File: config.mk
export PLATFORM = sky130hd
export DESIGN_NAME = vga_screen_mux_flat
export DESIGN_NICKNAME = d
export VERILOG_FILES = /design/src/rtl/vga_screen_mux_pkg.sv /design/src/rtl/vga_screen_mux_if.sv /design/src/rtl/vga_screen_mux_sync_edge_det.sv /design/src/rtl/vga_screen_mux.sv /design/src/flat_wrapper.sv
export SDC_FILE = /design/constraint.sdc
export NUM_CORES = 1
export LEC_CHECK = 0
export CAP_MARGIN = 40
export CORE_UTILIZATION = 43
export CTS_CLUSTER_DIAMETER = 30
export CTS_CLUSTER_SIZE = 16
export DETAILED_ROUTE_END_ITERATION = 16
export PLACE_DENSITY_LB_ADDON = 0.12
export SLEW_MARGIN = 10
export SYNTH_ARGS = -nofsm -noshare
export SYNTH_HDL_FRONTEND = slang
export SYNTH_HIERARCHICAL = 1
export SYNTH_SLANG_ARGS = --single-unit
File: constraint.sdc
create_clock -name clk -period 2.86 [get_ports clk]
set_clock_uncertainty 0.15 [all_clocks]
set_input_delay 0.572 -clock clk [delete_from_list [all_inputs] [get_ports clk]]
set_output_delay 0.572 -clock clk [all_outputs]
set_load 0.01 [all_outputs]
File: src/rtl/vga_screen_mux_pkg.sv
// Shared types and constants for the VGA screen source mux.
package screen_pkg;

  typedef enum logic [1:0] {STEADY, PENDING, BLANK} mux_state_e;

  typedef enum logic [3:0] {
    SM = 4'hF, LS = 4'h1, GO = 4'h2,
    L1 = 4'h3, L2 = 4'h4, L3 = 4'h5, L4 = 4'h6,
    L5 = 4'h7, L6 = 4'h8, L7 = 4'h9, L8 = 4'hA
  } screen_e;

  // Idle sync level is the inactive level: high for active-low syncs.
  function automatic logic sync_idle(input bit active_low);
    return active_low;
  endfunction

  localparam logic SYNC_IDLE_DEFAULT = sync_idle(1'b1);

endpackage

File: src/rtl/vga_screen_mux_if.sv
// VGA source bundle in, board VGA pins out.
interface vga_screen_mux_if #(
  parameter int N_SRC   = 4,
  parameter int COLOR_W = 4
);
  localparam int SEL_W = $clog2(N_SRC);

  logic [SEL_W-1:0]         sel;
  logic [N_SRC*COLOR_W-1:0] src_r, src_g, src_b;
  logic [N_SRC-1:0]         src_hs, src_vs;
  logic [COLOR_W-1:0]       VGA_R, VGA_G, VGA_B;
  logic                     VGA_HS, VGA_VS;
  logic [SEL_W-1:0]         active_src;
  logic                     switching;

  modport master (
    output sel, src_r, src_g, src_b, src_hs, src_vs,
    input  VGA_R, VGA_G, VGA_B, VGA_HS, VGA_VS, active_src, switching
  );

  modport slave (
    input  sel, src_r, src_g, src_b, src_hs, src_vs,
    output VGA_R, VGA_G, VGA_B, VGA_HS, VGA_VS, active_src, switching
  );
endinterface

File: src/rtl/vga_screen_mux_sync_edge_det.sv
// Assertion-edge detector for a sync line, with a preload so a freshly
// selected source does not produce a spurious edge.
module sync_edge_det import screen_pkg::*; #(
  parameter bit SYNC_ACTIVE_LOW = 1'b1
) (
  input  logic clk,
  input  logic rst_n,
  input  logic sig,
  input  logic load,
  input  logic load_val,
  output logic trig
);
  localparam logic IDLE = sync_idle(SYNC_ACTIVE_LOW);

  logic prev_vs;

  always_ff @(posedge clk or negedge rst_n) begin
    if (!rst_n) prev_vs <= IDLE;
    else        prev_vs <= load ? load_val : sig;
  end

  assign trig = (prev_vs == IDLE) && (sig != IDLE);
endmodule

File: src/rtl/vga_screen_mux.sv
// Registered N-way VGA source mux; switches only on a VS assertion edge
// (or timeout) and optionally blanks colour for a few frames afterwards.
module vga_screen_mux import screen_pkg::*; #(
  parameter int N_SRC           = 4,
  parameter int COLOR_W         = 4,
  parameter int SEL_W           = $clog2(N_SRC),
  parameter int RESET_SRC       = 0,
  parameter int BLANK_FRAMES    = 1,
  parameter int TIMEOUT         = 2_000_000,
  parameter bit SYNC_ACTIVE_LOW = 1'b1
) (
  input logic           clk,
  input logic           rst_n,
  vga_screen_mux_if.slave bus
);
  localparam logic           IDLE   = sync_idle(SYNC_ACTIVE_LOW);
  localparam int             TW     = $clog2(TIMEOUT + 1);
  localparam int             BW     = (BLANK_FRAMES > 0) ? $clog2(BLANK_FRAMES + 1) : 1;
  localparam logic [TW-1:0]  T_LAST = TW'(TIMEOUT - 1);
  localparam logic [BW-1:0]  B_LAST = BW'((BLANK_FRAMES > 0) ? BLANK_FRAMES - 1 : 0);

  mux_state_e         state;
  logic [SEL_W-1:0]   active;
  logic [TW-1:0]      tcnt;
  logic [BW-1:0]      bcnt;

  logic               sel_ok, vs_cur, vs_edge, tout, take, blank_end, col_zero;
  logic [SEL_W-1:0]   out_idx;
  logic [COLOR_W-1:0] r_mux, g_mux, b_mux;
  logic               hs_mux, vs_mux;

  assign sel_ok    = {1'b0, bus.sel} < (SEL_W + 1)'(N_SRC);
  assign tout      = (tcnt == T_LAST);
  // The switch always lands on the currently sampled sel, so a retarget or a
  // same-cycle sel change needs no separate target register.
  assign take      = sel_ok && (state == PENDING) && (bus.sel != active) && (vs_edge || tout);
  assign blank_end = (state == BLANK) && (tout || (vs_edge && bcnt == B_LAST));
  // Outputs select on the next active index so the new source appears on the
  // very first cycle after the edge.
  assign out_idx   = take ? bus.sel : active;
  assign col_zero  = !sel_ok || (take ? (BLANK_FRAMES > 0) : (state == BLANK && !blank_end));

  always_comb begin
    r_mux  = '0;
    g_mux  = '0;
    b_mux  = '0;
    hs_mux = IDLE;
    vs_mux = IDLE;
    vs_cur = IDLE;
    for (int k = 0; k < N_SRC; k++) begin
      if (out_idx == SEL_W'(k)) begin
        r_mux  = bus.src_r[k*COLOR_W +: COLOR_W];
        g_mux  = bus.src_g[k*COLOR_W +: COLOR_W];
        b_mux  = bus.src_b[k*COLOR_W +: COLOR_W];
        hs_mux = bus.src_hs[k];
        vs_mux = bus.src_vs[k];
      end
      if (active == SEL_W'(k)) vs_cur = bus.src_vs[k];
    end
  end

  sync_edge_det #(.SYNC_ACTIVE_LOW(SYNC_ACTIVE_LOW)) u_vs_det (
    .clk      (clk),
    .rst_n    (rst_n),
    .sig      (vs_cur),
    .load     (take),
    .load_val (vs_mux),
    .trig     (vs_edge)
  );

  always_ff @(posedge clk or negedge rst_n) begin
    if (!rst_n) begin
      state         <= STEADY;
      active        <= SEL_W'(RESET_SRC);
      tcnt          <= '0;
      bcnt          <= '0;
      bus.switching <= 1'b0;
      bus.VGA_R     <= '0;
      bus.VGA_G     <= '0;
      bus.VGA_B     <= '0;
      bus.VGA_HS    <= IDLE;
      bus.VGA_VS    <= IDLE;
    end else begin
      bus.VGA_R  <= col_zero ? '0 : r_mux;
      bus.VGA_G  <= col_zero ? '0 : g_mux;
      bus.VGA_B  <= col_zero ? '0 : b_mux;
      bus.VGA_HS <= sel_ok ? hs_mux : IDLE;
      bus.VGA_VS <= sel_ok ? vs_mux : IDLE;
      // An invalid select freezes the FSM and both counters.
      if (sel_ok) begin
        case (state)
          STEADY: if (bus.sel != active) begin
            state         <= PENDING;
            tcnt          <= '0;
            bus.switching <= 1'b1;
          end
          PENDING: begin
            if (tcnt != '1) tcnt <= tcnt + 1'b1;
            if (bus.sel == active) begin
              state         <= STEADY;
              bus.switching <= 1'b0;
            end else if (take) begin
              active        <= bus.sel;
              bcnt          <= '0;
              state         <= (BLANK_FRAMES > 0) ? BLANK : STEADY;
              bus.switching <= (BLANK_FRAMES > 0);
            end
          end
          BLANK: begin
            if (tcnt != '1) tcnt <= tcnt + 1'b1;
            if (vs_edge) bcnt <= bcnt + 1'b1;
            if (blank_end) begin
              state         <= STEADY;
              bus.switching <= 1'b0;
            end
          end
          default: state <= STEADY;
        endcase
      end
    end
  end

  assign bus.active_src = active;
endmodule

File: src/flat_wrapper.sv
// flat-port wrapper written by rule: the top's interface ports become plain ports
module vga_screen_mux_flat import screen_pkg::*;
#(
  parameter int N_SRC           = 4,
  parameter int COLOR_W         = 4,
  parameter int SEL_W           = $clog2(N_SRC),
  parameter int RESET_SRC       = 0,
  parameter int BLANK_FRAMES    = 1,
  parameter int TIMEOUT         = 2_000_000,
  parameter bit SYNC_ACTIVE_LOW = 1'b1
)
  (clk, rst_n, bus_sel, bus_src_r, bus_src_g, bus_src_b, bus_src_hs, bus_src_vs, bus_VGA_R, bus_VGA_G, bus_VGA_B, bus_VGA_HS, bus_VGA_VS, bus_active_src, bus_switching);
  vga_screen_mux_if #(.N_SRC(N_SRC), .COLOR_W(COLOR_W)) bus_i ();
  input logic clk;
  input logic rst_n;
  input wire logic [$bits(bus_i.sel)-1:0] bus_sel;
  input wire logic [$bits(bus_i.src_r)-1:0] bus_src_r;
  input wire logic [$bits(bus_i.src_g)-1:0] bus_src_g;
  input wire logic [$bits(bus_i.src_b)-1:0] bus_src_b;
  input wire logic [$bits(bus_i.src_hs)-1:0] bus_src_hs;
  input wire logic [$bits(bus_i.src_vs)-1:0] bus_src_vs;
  output wire logic [$bits(bus_i.VGA_R)-1:0] bus_VGA_R;
  output wire logic [$bits(bus_i.VGA_G)-1:0] bus_VGA_G;
  output wire logic [$bits(bus_i.VGA_B)-1:0] bus_VGA_B;
  output wire logic [$bits(bus_i.VGA_HS)-1:0] bus_VGA_HS;
  output wire logic [$bits(bus_i.VGA_VS)-1:0] bus_VGA_VS;
  output wire logic [$bits(bus_i.active_src)-1:0] bus_active_src;
  output wire logic [$bits(bus_i.switching)-1:0] bus_switching;
  assign bus_i.sel = bus_sel;
  assign bus_i.src_r = bus_src_r;
  assign bus_i.src_g = bus_src_g;
  assign bus_i.src_b = bus_src_b;
  assign bus_i.src_hs = bus_src_hs;
  assign bus_i.src_vs = bus_src_vs;
  assign bus_VGA_R = bus_i.VGA_R;
  assign bus_VGA_G = bus_i.VGA_G;
  assign bus_VGA_B = bus_i.VGA_B;
  assign bus_VGA_HS = bus_i.VGA_HS;
  assign bus_VGA_VS = bus_i.VGA_VS;
  assign bus_active_src = bus_i.active_src;
  assign bus_switching = bus_i.switching;
  vga_screen_mux #(.N_SRC(N_SRC), .COLOR_W(COLOR_W), .SEL_W(SEL_W), .RESET_SRC(RESET_SRC), .BLANK_FRAMES(BLANK_FRAMES), .TIMEOUT(TIMEOUT), .SYNC_ACTIVE_LOW(SYNC_ACTIVE_LOW)) u_core (.clk(clk), .rst_n(rst_n), .bus(bus_i));
endmodule
==> results of run 1 <==
==> worst min-delay path by stage <==
| stage | from | to | slack (ns) | cells past startpoint |
|---|---|---|---|---|
| floorplan | rst_n | u_core/bcnt | 0.13 | 0 |
| global placement | u_core/tcnt[1] | u_core/tcnt[1] | 0.35 | 2 |
| CTS | rst_n | u_core/tcnt[4] | 0.11 | 1 |
| global route | rst_n | u_core/tcnt[4] | 0.13 | 1 |
| detailed placement | u_core/state[1] | u_core/state[1] | 0.35 | 2 |
| finish | rst_n | u_core/tcnt[4] | 0.10 | 1 |
==> critical path, delay by kind of cell (launching register included) <==
| family | cells | cell delay [ns] |
|---|---|---|
| buffers and inverters | 1 | 0.03 |
| AND/OR/NAND/NOR | 2 | 0.82 |
| flip-flops | 1 | 0.44 |
| multiplexers | 2 | 0.69 |
| AO/OA/AOI/OAI | 2 | 0.45 |
==> registers in the layout, summed over array words and instances (netlist names) <==
register / flops
u_core/bus.VGA_G: 4
u_core/bus.VGA_R: 4
u_core/u_vs_det/prev_vs: 1
u_core/bus.VGA_B: 4
u_core/bus.VGA_HS: 1
u_core/bus.switching: 1
u_core/bus.active_src: 2
u_core/bus.VGA_VS: 1
u_core/bcnt: 1
u_core/tcnt: 21
u_core/state: 2
==> metrics by stage <==
step / setup slack (ns) / std cells / util / setup TNS, ns / hold WS (ns)
after global routing: 0.136 / 424 / 0.649 / 0 / 0.133
final: 0.222 / 424 / 0.649 / 0 / 0.102
after CTS: 0.00159 / 424 / 0.645 / 0 / 0.111
after global placement: -0.318 / 415 / 0.623 / -3.50 / 0.346
after detailed placement: -0.385 / 416 / 0.628 / -4.31 / 0.349
after floorplan: 0.0115 / 260 / - / 0 / 0.126
==> layer usage <==
metal	vias to the layer above	global-route usage	share of wire
met5	-	0	0
met4	0	0.0564	0.0092
met3	6	0.0736	0.083
met2	94	0.387	0.49
met1	1059	0.282	0.42
li1	1120	-	-
==> synthesized netlist by cell type, types with 2 or more instances <==
cell,count
dfrtp_1,39
nand2_1,21
nor3_1,21
nor2_1,19
mux2i_1,16
xnor2_1,14
o21ai_0,13
inv_1,12
a21oi_1,10
a211oi_2,9
clkbuf_1,7
nand3_1,7
o21ai_1,7
nor4_1,5
ha_1,4
nand4_1,4
o22ai_1,4
or3_1,4
and3_1,3
buf_2,3
dfstp_2,3
mux4_2,3
buf_6,2
inv_2,2
nand2b_1,2
nand4_4,2
xor2_1,2
==> cells by family after synthesis <==
logic type                 synth area share
AOI/OAI and AO/OA                     0.150
xor gates and xnor gates             0.0552
adders and majority gates            0.0197
buffers and inverters                0.0459
DFF                                   0.416
muxes                                0.0957
and+or+nand+nor                       0.218
==> power breakdown <==
group	internal (mW)	leakage (nW)	total (mW)	switching, mW
sequential	0.735	0.533	0.807	0.0726
combinational	0.648	0.908	1.32	0.676
clock	0.195	0.0482	0.398	0.203
==> area by class of cell <==
| class | instances | area [µm²] | area share |
|---|---|---|---|
| multi-input cells | 192 | 1400 | 0.384 |
| flip-flops and latches | 42 | 1050 | 0.290 |
| clock buffers | 7 | 86.3 | 0.0237 |
| clock inverters | 1 | 5.00 | 0.00138 |
| repair buffers | 96 | 948 | 0.261 |
| inverters | 14 | 57.6 | 0.0158 |
| well taps | 72 | 90.1 | 0.0248 |
==> timing repair <==
| item | in CTS | in global routing |
|---|---|---|
| buffers inserted | 0 | 0 |
| resized for setup | 2 | 6 |
| endpoints found under the setup margin | 3 | 13 |
| pin swaps | 0 | 1 |
| hold endpoints to repair | 0 | 0 |
==> results_dict.tcl, run 1 <==
set metrics [dict create \
    crit_required_ns 2.94 \
    final_common_cell "clkdlybuf4s50_1" \
    cts_made_buffers 5 \
    p_leak_nw 1.49 \
    ir_worst_vdd_uv 386 \
    hpwl_um 4900 \
    placed_cell_area_um2 3520 \
    viasPerCell 5.38 \
    r2r_end "u_core/u_vs_det/prev_vs" \
    track_usage 0.229 \
    reg2reg_depth 7 \
    fillers 504 \
    power.density_nw_per_um2 695 \
    period_minus_slack_ns 2.64 \
    cp-endpoint "u_core/u_vs_det/prev_vs" \
    gp_congestion 0.850 \
    synth_seq_cells 42 \
    area_delta_synth_final_pct 43.4 \
    synth_fp_nets 324 \
    finalHoldViolCount 0 \
    synth_cell_types 49 \
    startpoint "u_core/tcnt[7]" \
    rsz0062_at_grt "no" \
    ant_nets 0 \
    dr.pass1.iters 5 \
    clk_pin_slew_worst_paths_ns 0.08 \
    dieHeight_um 78.8 \
    clock-sinks 42 \
    dieArea_um2 6210 \
    r2r-start "u_core/tcnt[7]" \
    status "complete, no violations" \
    setup_viol 0 \
    slew_violations 0 \
    netlist_instances 260 \
    rrSetupSlack_ns 0.22 \
    crit_arrival_ns 2.72 \
    clk_latency_ns 0.29 \
    clockRootBuffer "clkbuf_8" \
    holdBufCountCts 0 \
    async_reset_ff_frac 1.00 \
    fmax_ghz 0.379 \
    postRouteWirelength_um 6440 \
    synth_top_area_frac 0.385 \
    seq_area_frac_synth 0.416 \
    synth_edf_count 0 \
    crit_fanout 6 \
    rows 27 \
    grt_overflow_total 0 \
    cts_tree "done" \
    grt_max_degree 23 \
    fp.dieW_um 78.8 \
    crit_chain "nor4b_1 > and3_1 > o221a_1 > o211a_4 > inv_6 > mux4_2 > mux2_4" \
    relSlewSlack 0.644 \
    crit_type "reg2reg" \
    drt_iter0_drc 132 \
    synthTopCellsByArea "dfrtp_1 (38%), mux2i_1 (6.3%), xnor2_1 (4.8%)" \
    p_total_mw 2.53 \
    postSynthAreaPerCell_um2 9.76 \
    worstMarginPinSlew_ns 0.534 \
    yosysWarningCount 6 \
    period_share 0.922 \
    startpoint_type "register" \
    coreArea_um2 5610 \
    vias 2279 \
    most-common-layout-cells "clkdlybuf4s50_1 (71), dfrtp_1 (39), nand2_1 (20), nor3_1 (20), nor2_1 (19)" \
    cts-htree-levels 2 \
    yosysTopAreaCell "dfrtp_1" \
    antenna_found_initial 0 \
    drc_errors 0 \
    grt_pass1_wl_um 11100 \
    drive_gt1_frac 0.173 \
    post_drt_wl_per_cell_um 15.2 \
    cp_slowest_cell "nor4b_1" \
    clock_path_buffers 2 \
    nets 415 \
    maxCapViolations 0 \
    syn_area_um2 2540 \
    cpPeakStageDelay_ns 0.45 \
    hold_class "in2async" \
    fin_area_um2 3640 \
    diodes 0 \
    start_util 0.452 \
    grt_pass1_vias 2401 \
    endpoint_kind "register" \
    ioPinCount 77 \
    io_buffer_count 76 \
    synthFlopType "dfrtp_1" \
]
Power figures use the tool's default switching activity.
==> inputs of run 2 (changes only) <==
--- a/config.mk
+++ b/config.mk
@@ -10,7 +10,7 @@
 export CTS_CLUSTER_DIAMETER = 30
 export CTS_CLUSTER_SIZE = 16
 export DETAILED_ROUTE_END_ITERATION = 16
-export PLACE_DENSITY_LB_ADDON = 0.12
+export PLACE_DENSITY_LB_ADDON = 0.25
 export SLEW_MARGIN = 10
 export SYNTH_ARGS = -nofsm -noshare
 export SYNTH_HDL_FRONTEND = slang
==> run 2 against run 1 <==
Effect of this change: setup slack got worse by 0.14 ns; sequential power decreased by 0.7%; hold slack got worse by 0.044 ns; register-to-register slack got worse by 0.14 ns; combinational power about the same; critical path type unchanged; largest power group unchanged.
==> results_dict.tcl, run 2 (same netlist as run 1, synthesis figures left out) <==
set metrics [dict create \
    place_ws_ns -0.394 \
    relSlewSlack 0.684 \
    holdBufCountCts 0 \
    rrSetupSlack_ns 0.08 \
    post_drt_wl_per_cell_um 14.8 \
    crit_arrival_ns 2.84 \
    clk_latency_ns 0.29 \
    r2r-start "u_core/tcnt[11]" \
    clockRootBuffer "clkbuf_8" \
    setup_viol 0 \
    fillers 487 \
    largest_register_ffs 21 \
    startpoint_type "register" \
    hpwl_um 4790 \
    multi_input_area_um2 1390 \
    switching_share 0.362 \
    status "complete, no violations" \
    track_usage 0.220 \
    grt_overflow_total 0 \
    grt_pass1_wl_um 10700 \
    grt_pass1_vias 2270 \
    worstMarginPinSlew_ns 0.468 \
    crit_type "reg2reg" \
    met1_length_um 2620 \
    antenna_found_initial 0 \
    viasPerCell 5.48 \
    top_layer "met4" \
    fp.dieW_um 78.8 \
    gp_congestion 0.857 \
    p_leak_nw 1.51 \
    rows 27 \
    clock-sinks 42 \
    grt_max_degree 28 \
    cts-htree-levels 2 \
    area_delta_synth_final_pct 44.0 \
    cts_tree "done" \
    hold_ws_ns 0.0572 \
    power_frac_clock 0.184 \
    ir_worst_vdd_uv 336 \
    dr.pass1.iters 4 \
    postRouteWirelength_um 6250 \
    placed_cell_area_um2 3520 \
    switchingPower_mw 0.936 \
    post_cts_buffers 0 \
    route.met3.wl_um 606 \
    period_share 0.972 \
    met2_length_um 2990 \
    most-common-layout-cells "clkdlybuf4s50_1 (71), dfrtp_1 (39), nand2_1 (20), nor3_1 (20), nor2_1 (19)" \
    vias 2320 \
    rsz0062_at_grt "yes" \
    crit_fanout 5 \
    setup_ws_ns 0.0790 \
    ioPinCount 77 \
    crit_required_ns 2.92 \
    io_buffer_count 76 \
    ant_nets 0 \
    p_int_mw 1.65 \
    finalHoldViolCount 0 \
    dieArea_um2 6210 \
    drc_errors 0 \
    maxCapViolations 0 \
    clock_path_buffers 2 \
    hold_class "in2async" \
    seq_power_share 0.310 \
    top_register "u_core/tcnt" \
    start_util 0.452 \
    final_common_cell "clkdlybuf4s50_1" \
    slew_violations 0 \
    dieHeight_um 78.8 \
    nets 414 \
    fmax_ghz 0.360 \
    utilization 0.651 \
    diodes 0 \
    period_minus_slack_ns 2.78 \
    clk_pin_slew_worst_paths_ns 0.08 \
    seqCellArea_um2 1050 \
    reg2reg_depth 7 \
    endpoint_kind "register" \
    fin_area_um2 3650 \
    r2r_end "u_core/u_vs_det/prev_vs" \
    drive_gt1_frac 0.168 \
    coreArea_um2 5610 \
    power.density_nw_per_um2 707 \
    drt_iter0_drc 106 \
    cts_made_buffers 5 \
    p_comb_frac 0.506 \
]
==> run 2: cell types whose count changed in the layout (fill, tap and decap cells not counted) <==
cell,change
o211a_4,-1
buf_4,-2
bufinv_16,+1
buf_12,+2
clkinv_2,-1
o211a_1,+1
buf_16,-1
==> run 2: power groups by stage <==
stage	clock, mW	sequential (mW)	combinational [mW]
final	0.476	0.801	1.31
after global routing	0.512	0.815	1.43
after CTS	0.489	0.803	1.31
after detailed placement	0	0.812	1.29
after global placement	0	0.808	1.27
after floorplan	0	0.856	0.679
==> run 2: worst max-delay path, stage by stage (launching register included) <==
cell     delay, ns
dfrtp_1       0.44
or4b_4        0.57
nor4_4        0.33
nand4_1       0.16
o211a_1       0.21
inv_6         0.07
mux4_2        0.50
mux2_4        0.27
==> run 2: metrics by stage <==
| stage | total power, mW | TNS (ns) | instances |
|---|---|---|---|
| 6_report | 2.58 | 0 | 423 |
| 4_1_cts | 2.60 | 0 | 423 |
| 5_1_grt | 2.76 | -0.0466 | 423 |
| 2_1_floorplan | 1.53 | 0 | 260 |
| 3_5_place_dp | 2.10 | -4.84 | 415 |
| 3_3_place_gp | 2.07 | -3.91 | 414 |
==> run 2: routing by layer <==
layer / global-route usage / vias up
met5: 0 / -
met4: 0.0509 / 0
met3: 0.0839 / 2
met2: 0.370 / 91
met1: 0.267 / 1107
li1: - / 1120
==> run 2: worst max path at each step <==
stage                    start                 endpoint  slack, ns  cells after the start
6_report       u_core/tcnt[11]  u_core/u_vs_det/prev_vs       0.08                      7
4_1_cts          bus_src_vs[3]  u_core/u_vs_det/prev_vs      0.004                     10
3_3_place_gp     bus_src_vs[3]  u_core/u_vs_det/prev_vs      -0.32                     10
5_1_grt        u_core/tcnt[11]      u_core/bus.VGA_G[2]      -0.03                      8
3_5_place_dp     bus_src_vs[3]  u_core/u_vs_det/prev_vs      -0.39                     10
2_1_floorplan    bus_src_vs[3]  u_core/u_vs_det/prev_vs       0.01                     11
==> run 2: final cells by class <==
type                       instances  share of cell area
clock inverter                     1             0.00822
timing repair buffer              95               0.259
clock buffer                       7              0.0236
multi-input combinational        192               0.380
tap                               72              0.0247
inverter                          14              0.0158
sequential                        42               0.289
==> run 2: timing repair <==
action,4_1_cts,5_1_grt
cloned,0,0
pin swaps,0,0
endpoints found under the setup margin,12,14
resized for setup,3,4
